[src/rtl/operand_tf_scheduler.sv]
// operand_tf_pkg: beat payloads exchanged with operand_transformer.
// operand_tf_scheduler: round-robin sharing of one operand_transformer between
// NUM_REQ requesters, with an in-order tag FIFO steering results back.
//   clk, rst_n            clock, async active-low reset
//   req_valid/ready/data  per-requester issue beats
//   tf_valid_in/ready_in/data_in    issue side of the transformer
//   tf_valid_out/ready_out/data_out result side of the transformer
//   rsp_valid/ready/data  per-requester results (data broadcast)
//   inflight              tag FIFO occupancy
//   err_orphan            sticky: transformer result with no outstanding tag
package operand_tf_pkg;
    typedef struct packed {
        logic [1:0]  fmt;
        logic [15:0] operand;
    } operand_input_t;

    typedef struct packed {
        logic [1:0]  fmt;
        logic [31:0] value;
    } operand_output_t;
endpackage

module operand_tf_scheduler #(
    parameter int unsigned NUM_REQ   = 2,
    parameter int unsigned TAG_DEPTH = 4,
    parameter int unsigned ID_W      = $clog2(NUM_REQ)
) (
    input  logic                                          clk,
    input  logic                                          rst_n,
    input  logic [NUM_REQ-1:0]                            req_valid,
    output logic [NUM_REQ-1:0]                            req_ready,
    input  operand_tf_pkg::operand_input_t [NUM_REQ-1:0]  req_data,
    output logic                                          tf_valid_in,
    input  logic                                          tf_ready_in,
    output operand_tf_pkg::operand_input_t                tf_data_in,
    input  logic                                          tf_valid_out,
    output logic                                          tf_ready_out,
    input  operand_tf_pkg::operand_output_t               tf_data_out,
    output logic [NUM_REQ-1:0]                            rsp_valid,
    input  logic [NUM_REQ-1:0]                            rsp_ready,
    output operand_tf_pkg::operand_output_t               rsp_data,
    output logic [$clog2(TAG_DEPTH):0]                    inflight,
    output logic                                          err_orphan
);
    localparam int unsigned PTR_W = $clog2(TAG_DEPTH);
    localparam int unsigned CNT_W = PTR_W + 1;

    logic [ID_W-1:0]  rr_ptr_q, rr_ptr_d;
    logic             lock_q, lock_d;
    logic [ID_W-1:0]  lock_id_q, lock_id_d;
    logic [ID_W-1:0]  tag_mem_q [TAG_DEPTH];
    logic [ID_W-1:0]  tag_mem_d [TAG_DEPTH];
    logic [PTR_W-1:0] wr_ptr_q, wr_ptr_d;
    logic [PTR_W-1:0] rd_ptr_q, rd_ptr_d;
    logic [CNT_W-1:0] count_q, count_d;
    logic             err_orphan_q, err_orphan_d;

    logic             found;
    logic [ID_W-1:0]  arb_id;
    logic [ID_W-1:0]  grant_id;
    logic             have_req;
    logic             full;
    logic             empty;
    logic [ID_W-1:0]  head;
    logic             push;
    logic             pop;

    // Rotating-priority search from rr_ptr, wrapping at NUM_REQ.
    always_comb begin
        found  = 1'b0;
        arb_id = '0;
        for (int i = 0; i < NUM_REQ; i++) begin
            if (!found && req_valid[ID_W'((int'(rr_ptr_q) + i) % NUM_REQ)]) begin
                found  = 1'b1;
                arb_id = ID_W'((int'(rr_ptr_q) + i) % NUM_REQ);
            end
        end
    end

    // Issue/return datapath and next-state; outputs are forced low in reset.
    always_comb begin
        full     = (count_q == CNT_W'(TAG_DEPTH));
        empty    = (count_q == '0);
        grant_id = lock_q ? lock_id_q : arb_id;
        have_req = lock_q ? req_valid[lock_id_q] : found;
        head     = tag_mem_q[rd_ptr_q];

        tf_valid_in  = rst_n && have_req && !full;
        tf_data_in   = req_data[grant_id];
        req_ready    = NUM_REQ'(tf_valid_in && tf_ready_in) << grant_id;
        push         = tf_valid_in && tf_ready_in;

        tf_ready_out = rst_n && !empty && rsp_ready[head];
        rsp_valid    = NUM_REQ'(rst_n && tf_valid_out && !empty) << head;
        rsp_data     = tf_data_out;
        pop          = tf_valid_out && tf_ready_out;

        // A stalled offer pins the grant so the transformer sees stable data.
        lock_d    = tf_valid_in && !tf_ready_in;
        lock_id_d = lock_d ? grant_id : lock_id_q;
        rr_ptr_d  = push ? ID_W'((int'(grant_id) + 1) % NUM_REQ) : rr_ptr_q;

        tag_mem_d = tag_mem_q;
        if (push) begin
            tag_mem_d[wr_ptr_q] = grant_id;
        end
        wr_ptr_d     = push ? wr_ptr_q + PTR_W'(1) : wr_ptr_q;
        rd_ptr_d     = pop  ? rd_ptr_q + PTR_W'(1) : rd_ptr_q;
        count_d      = count_q + CNT_W'(push) - CNT_W'(pop);
        err_orphan_d = err_orphan_q || (tf_valid_out && empty);

        inflight   = count_q;
        err_orphan = err_orphan_q;
    end

    // State registers.
    always_ff @(posedge clk or negedge rst_n) begin
        if (!rst_n) begin
            rr_ptr_q     <= '0;
            lock_q       <= 1'b0;
            lock_id_q    <= '0;
            wr_ptr_q     <= '0;
            rd_ptr_q     <= '0;
            count_q      <= '0;
            err_orphan_q <= 1'b0;
            for (int i = 0; i < TAG_DEPTH; i++) begin
                tag_mem_q[i] <= '0;
            end
        end else begin
            rr_ptr_q     <= rr_ptr_d;
            lock_q       <= lock_d;
            lock_id_q    <= lock_id_d;
            wr_ptr_q     <= wr_ptr_d;
            rd_ptr_q     <= rd_ptr_d;
            count_q      <= count_d;
            err_orphan_q <= err_orphan_d;
            tag_mem_q    <= tag_mem_d;
        end
    end
endmodule

[config.mk]
export PLATFORM = sky130hd
export DESIGN_NAME = operand_tf_scheduler
export DESIGN_NICKNAME = d
export VERILOG_FILES = /design/src/rtl/operand_tf_scheduler.sv
export SDC_FILE = /design/constraint.sdc
export NUM_CORES = 1
export LEC_CHECK = 0
export ABC_CLOCK_PERIOD_IN_PS = 2900
export CORE_MARGIN = 3
export CORE_UTILIZATION = 30
export CTS_BUF_LIST = sky130_fd_sc_hd__clkbuf_8
export CTS_CLUSTER_SIZE = 12
export DETAILED_ROUTE_END_ITERATION = 16
export PLACE_DENSITY = 0.82
export SETUP_SLACK_MARGIN = 0.05
export SYNTH_ARGS = -nofsm -noshare
export SYNTH_HDL_FRONTEND = slang
export SYNTH_SLANG_ARGS = --single-unit
[constraint.sdc]
create_clock -name clk -period 2.9 [get_ports clk]
set_input_delay 0.435 -clock clk [delete_from_list [all_inputs] [get_ports clk]]
set_output_delay 0.435 -clock clk [all_outputs]
set_load 0.03 [all_outputs]
==> results of run 1 <==
## layout make-up
cell class,count,area share
Timing Repair Buffer,78,0.378
Multi-Input combinational cell,73,0.356
Sequential cell,15,0.191
Tap cell,52,0.0332
Clock buffer,3,0.0210
Inverter,10,0.0191
Clock inverter,1,0.00191
## how the worst max path moves through the flow
stage	slack, ns	cells after the start	end
6_report	0.25	6	tf_data_in[13]
5_1_grt	0.15	6	tf_data_in[8]
4_1_cts	0.24	6	tf_data_in[17]
3_5_place_dp	0.01	6	tf_data_in[13]
3_3_place_gp	0.04	6	tf_data_in[13]
2_1_floorplan	0.46	10	inflight[2]
## state kept, by name, indices dropped and copies added (netlist names)
register    cells
err_orphan      1
inflight        3
lock_id_q       1
lock_q          1
rd_ptr_q        2
rr_ptr_q        1
tag_mem_q       4
wr_ptr_q        2
## routing by layer
metal,GRT usage,part of all wire,vias to the layer above
li1,-,-,512
met1,0.138,0.41,494
met2,0.174,0.50,35
met3,0.0405,0.077,8
met4,0.0382,0.013,0
met5,0,0,-
## synthesized netlist by cell type (3+ instances only)
master | number | area [um2]
nand2_1 | 6 | 22.5
buf_4 | 34 | 255
xnor2_1 | 3 | 26.3
inv_1 | 10 | 37.5
mux2i_1 | 7 | 70.1
dfrtp_1 | 15 | 375
nor2_1 | 3 | 11.3
nor4_1 | 4 | 25.0
ha_1 | 6 | 75.1
mux2_2 | 23 | 259
## per-stage QoR
| stage | util | setup slack (ns) | cells |
|---|---|---|---|
| after floorplan | - | 0.463 | 135 |
| after global placement | 0.439 | 0.0416 | 228 |
| after detailed placement | 0.439 | 0.0110 | 228 |
| after CTS | 0.444 | 0.240 | 232 |
| after global routing | 0.444 | 0.148 | 232 |
| final | 0.444 | 0.252 | 232 |
## report_power, final
group,switching (W),internal (W)
registers,0.0000861,0.000312
clock network,0.0000682,0.0000935
logic,0.000447,0.000426
## layout by cell type, fill, tap and decap left out
cell type        Yosys  routed
dfrtp_1             15      15
mux2i_1              7       7
nor4b_4              1       1
nor3_1               1       1
o21bai_1             1       1
nor2b_1              2       2
nor4_2               1       1
or3_1                1       1
nand3_1              1       1
o21ai_2              1       1
buf_4               34      11
mux2_2              23      23
buf_12               0       1
inv_1               10      11
clkdlybuf4s50_1      0      48
a21oi_4              1       1
nor2_1               3       3
xor2_1               1       1
and3b_1              1       1
o21ai_0              2       2
and2_1               1       1
nor4_1               4       4
nor3b_1              1       1
mux2_4               1       1
ha_1                 6       6
nand2_1              6       6
fa_1                 1       1
dlygate4sd2_1        0      18
xnor2_1              3       3
nand2b_1             1       1
o31ai_4              1       1
clkbuf_8             0       3
o31ai_1              1       1
## cells by family after synthesis
| group | count (synthesis) | share of synthesized area |
|---|---|---|
| buffers and inverters | 47 | 0.226 |
| muxes | 31 | 0.248 |
| and+or+nand+nor | 24 | 0.110 |
| DFF | 15 | 0.271 |
| AOI/OAI and AO/OA | 7 | 0.0514 |
| adders and majority gates | 7 | 0.0685 |
| xor gates and xnor gates | 4 | 0.0253 |
## what timing repair did
item	in CTS	in global routing
endpoints found under the setup margin	18	0
resized for setup	18	0
hold buffers	0	0
==> results.toml, run 1 <==
[sta]
tns_ns = 0
fmax_mhz = 378
final.period_utilization = 0.913
hold_viol = 0
drv_slew = 0
rsz0062_at_grt = "false"
relSlewSlack = 0.720
finClkSkew_ns = 0.00110
whs_ns = 0.485
setup_viol = 0
min_period_ns = 2.65
worst_slew_pin_slew_ns = 0.421

[routing]
firstDrtPassIters = 4
post_drt_via_cell_ratio = 4.52
drcViolationCount = 0
antenna_left = 0
vias = 1049
routed_wl_um = 3130
wl_per_cell_um = 13.5
first_iter_violations = 24

[worst_setup_path]
arrival_ns = 2.21
reg2reg_to = "inflight[2]"
reg2reg_slack_ns = 0.44
r2r_start = "rd_ptr_q[1]"
startpoint = "req_valid[1]"
cp_cell_sequence = "clkdlybuf4s50_1, o21ai_0, o21ai_2, buf_12, mux2_2, dlygate4sd2_1"
cp_data_required_time_ns = 2.47
cp_top_family = "buffers and inverters"
slowest_delay_ns = 0.55
critPathMaxFanout = 18
crit_buf_inv = 3
crit_path_end_kind = "primary output"
ff2ff_path_depth = 10
crit_slowest_cell = "clkdlybuf4s50_1"
crit_type = "primary input to primary output"
start_kind = "primary input"

[grt]
antenna_found_initial = 0
grt_start_max_net_pins = 19
grt_use_total = 0.110
grt_pass1_wl_um = 4770
grt_pass1_vias = 1036
grt-ovfl-total = 0

[power_and_ir_drop]
vdd_drop_max_mv = 0.590
powerDensity_nw_per_um2 = 730
p_leak_nw = 0.867
p_total_w = 0.00143

[cts]
root_buffer = "clkbuf_8"
insertion_delay_ns = 0.24
post_cts_buffers = 0
tritoncts = "yes"
cts_sinks = 15
clk_path_buf_depth = 2
clkTransAtPathRegs_ns = 0.06
numCtsBuffers = 3
htree_levels = 1

[layout]
multi_input_area_um2 = 698
regArea_um2 = 375
drive_above_1_share = 0.244
diodes = 0
fill_cells = 429
syn2layout_area_growth_pct = 41.4
fin_area_um2 = 1960
fin_nets = 266

[floorplan]
die_y_um = 74.0
die_area_um2 = 5480
io_pins = 140
fp-row-count = 24
core_um2 = 4410
die_w_um = 74.0
initial_utilization = 0.314

[synth]
synth_nets = 220
synth_area_um2 = 1390
synth_edf_count = 0
syn_avg_cell_area_um2 = 10.3
synthesis.instances = 135
synth_cell_types = 31
synthArstFlopShare = 1.00
yosys_register_bits = 15
synthFlopType = "dfrtp_1"
synth_warnings = 0
synth-seq-area-share = 0.271

[hold_path]
min-delay-start = "err_orphan"
min_to = "err_orphan"
hold_class = "flip-flop to flip-flop"
hold_depth = 1

[place]
io_buffers = 71
post_dp_cell_area_um2 = 1940
globalplace.congestion = 0.736
hpwl_um = 2660

[status]
outcome = "finished clean"

[run]
max-cap-violations = 0
(Power assumes the default switching activity.)
==> inputs of run 2 (changes only) <==
- CTS_BUF_LIST: sky130_fd_sc_hd__clkbuf_8 -> sky130_fd_sc_hd__clkbuf_4 sky130_fd_sc_hd__clkbuf_8 sky130_fd_sc_hd__clkbuf_16
==> run 2 against run 1 <==
- critical path depth stayed put
- worst setup slack stayed put
- final area is 0.19% higher
- sequential share of layout area hardly changed
- first-iteration DRC count stayed put
- routed wire length stayed put
- total power is 0.88% higher
- final cell count stayed put
- sequential cell count stayed put
- worst hold slack stayed put
- die area stayed put
- clock skew hardly changed
- critical endpoint unchanged
==> results.toml, run 2 (synthesis gave the netlist of run 1 again) <==
[worst_setup_path]
arrival_ns = 2.21
cp_cell_sequence = "clkdlybuf4s50_1, o21ai_0, o21ai_2, buf_12, mux2_2, dlygate4sd2_1"
critPathMaxFanout = 18
crit_buf_inv = 3
cp_top_family = "buffers and inverters"
worst-path-stages = 6
crit_path_end_kind = "primary output"
crit_slowest_cell = "clkdlybuf4s50_1"
start_kind = "primary input"
cp_data_required_time_ns = 2.47
ff2ff_path_depth = 10
slowest_delay_ns = 0.55
crit_type = "primary input to primary output"

[cts]
insertion_delay_ns = 0.24
clkTransAtPathRegs_ns = 0.06
root_buffer = "clkbuf_8"
numCtsBuffers = 3
clk_path_buf_depth = 2
tritoncts = "yes"
cts_sinks = 15
post_cts_buffers = 0
htree_levels = 1

[hold_path]
hold_class = "flip-flop to flip-flop"
hold_depth = 1

[routing]
routed_wl_um = 3130
post_drt_via_cell_ratio = 4.52
drcViolationCount = 0
first_iter_violations = 24
antenna_left = 0
vias = 1049
firstDrtPassIters = 4
wl_per_cell_um = 13.5

[power_and_ir_drop]
powerDensity_nw_per_um2 = 735
p_total_w = 0.00145
p_seq_frac = 0.275
comb_power_share = 0.604
swShare = 0.416
p_int_w = 0.000844
vdd_drop_max_mv = 0.590
p_switching_w = 0.000601
p_leak_nw = 0.867
power_frac_clock = 0.121

[sta]
tns_ns = 0
fmax_mhz = 378
finClkSkew_ns = 0.00127
drv_slew = 0
min_period_ns = 2.65
final.period_utilization = 0.913
setup_viol = 0
hold_viol = 0
rsz0062_at_grt = "false"
worst_slew_pin_slew_ns = 0.421
relSlewSlack = 0.720

[grt]
grt-ovfl-total = 0
antenna_found_initial = 0
grt_use_total = 0.110
grt_start_max_net_pins = 19
grt_pass1_vias = 1036
grt_pass1_wl_um = 4770

[floorplan]
die_y_um = 74.0
fp-row-count = 24
die_area_um2 = 5480
io_pins = 140
die_w_um = 74.0
core_um2 = 4410
initial_utilization = 0.314

[layout]
drive_above_1_share = 0.250
syn2layout_area_growth_pct = 41.7
diodes = 0
final_cell_mix = "48 x clkdlybuf4s50_1, 23 x mux2_2, 18 x dlygate4sd2_1"
layout_commonest_cell = "clkdlybuf4s50_1"
fill_cells = 427
largest_register = "tag_mem_q"
largest_reg_flops = 4
regArea_um2 = 375
fin_nets = 266
multi_input_area_um2 = 698

[status]
outcome = "finished clean"

[place]
io_buffers = 71
globalplace.congestion = 0.736
hpwl_um = 2660

[run]
max-cap-violations = 0
[run 2: changes by cell type in the layout (fill, tap and decap cells not counted)]
cell	change
clkbuf_4	+1
inv_1	-1
[run 2: final cells by class]
cell class | instances | area share
Sequential cell | 15 | 0.191
Inverter | 10 | 0.0191
Tap cell | 52 | 0.0331
Timing Repair Buffer | 78 | 0.377
Clock buffer | 4 | 0.0248
Multi-Input combinational cell | 73 | 0.355
[run 2: worst paths after layout]
path                               from              to  slack, ns
max                        req_valid[1]  tf_data_in[13]       0.25
min                          err_orphan      err_orphan       0.48
max reg2reg                 rd_ptr_q[1]     inflight[2]       0.44
min reg2reg                  err_orphan      err_orphan       0.48
max in group asynchronous         rst_n    tag_mem_q[0]       2.10
min in group asynchronous         rst_n     inflight[1]       0.62
[run 2: repair_timing]
item / 4_1_cts / 5_1_grt
gates resized for setup: 18 / 0
setup endpoints to repair: 18 / 0
hold buffers: 0 / 0
[run 2: per-layer routing]
layer | share of wire | global-route usage
met5 | 0 | 0
met4 | 0.013 | 0.0382
met3 | 0.077 | 0.0405
met2 | 0.50 | 0.174
met1 | 0.41 | 0.138
[run 2: power groups by stage]
stage / Sequential, W / Clock (W) / Combinational (W)
after floorplan: 0.000442 / 0 / 0.000627
after global placement: 0.000401 / 0 / 0.000905
after detailed placement: 0.000403 / 0 / 0.000918
after CTS: 0.000400 / 0.000179 / 0.000887
after global routing: 0.000414 / 0.000194 / 0.000955
final: 0.000398 / 0.000174 / 0.000873
[run 2: stage by stage]
step	setup slack, ns	instance area (um2)	util	instances	hold WS (ns)
final	0.252	1970	0.445	232	0.485
after global routing	0.148	1970	0.445	232	0.498
after CTS	0.240	1970	0.445	232	0.488
after detailed placement	0.0110	1940	0.439	228	0.473
after global placement	0.0416	1940	0.439	228	0.471
after floorplan	0.463	1390	-	135	0.139
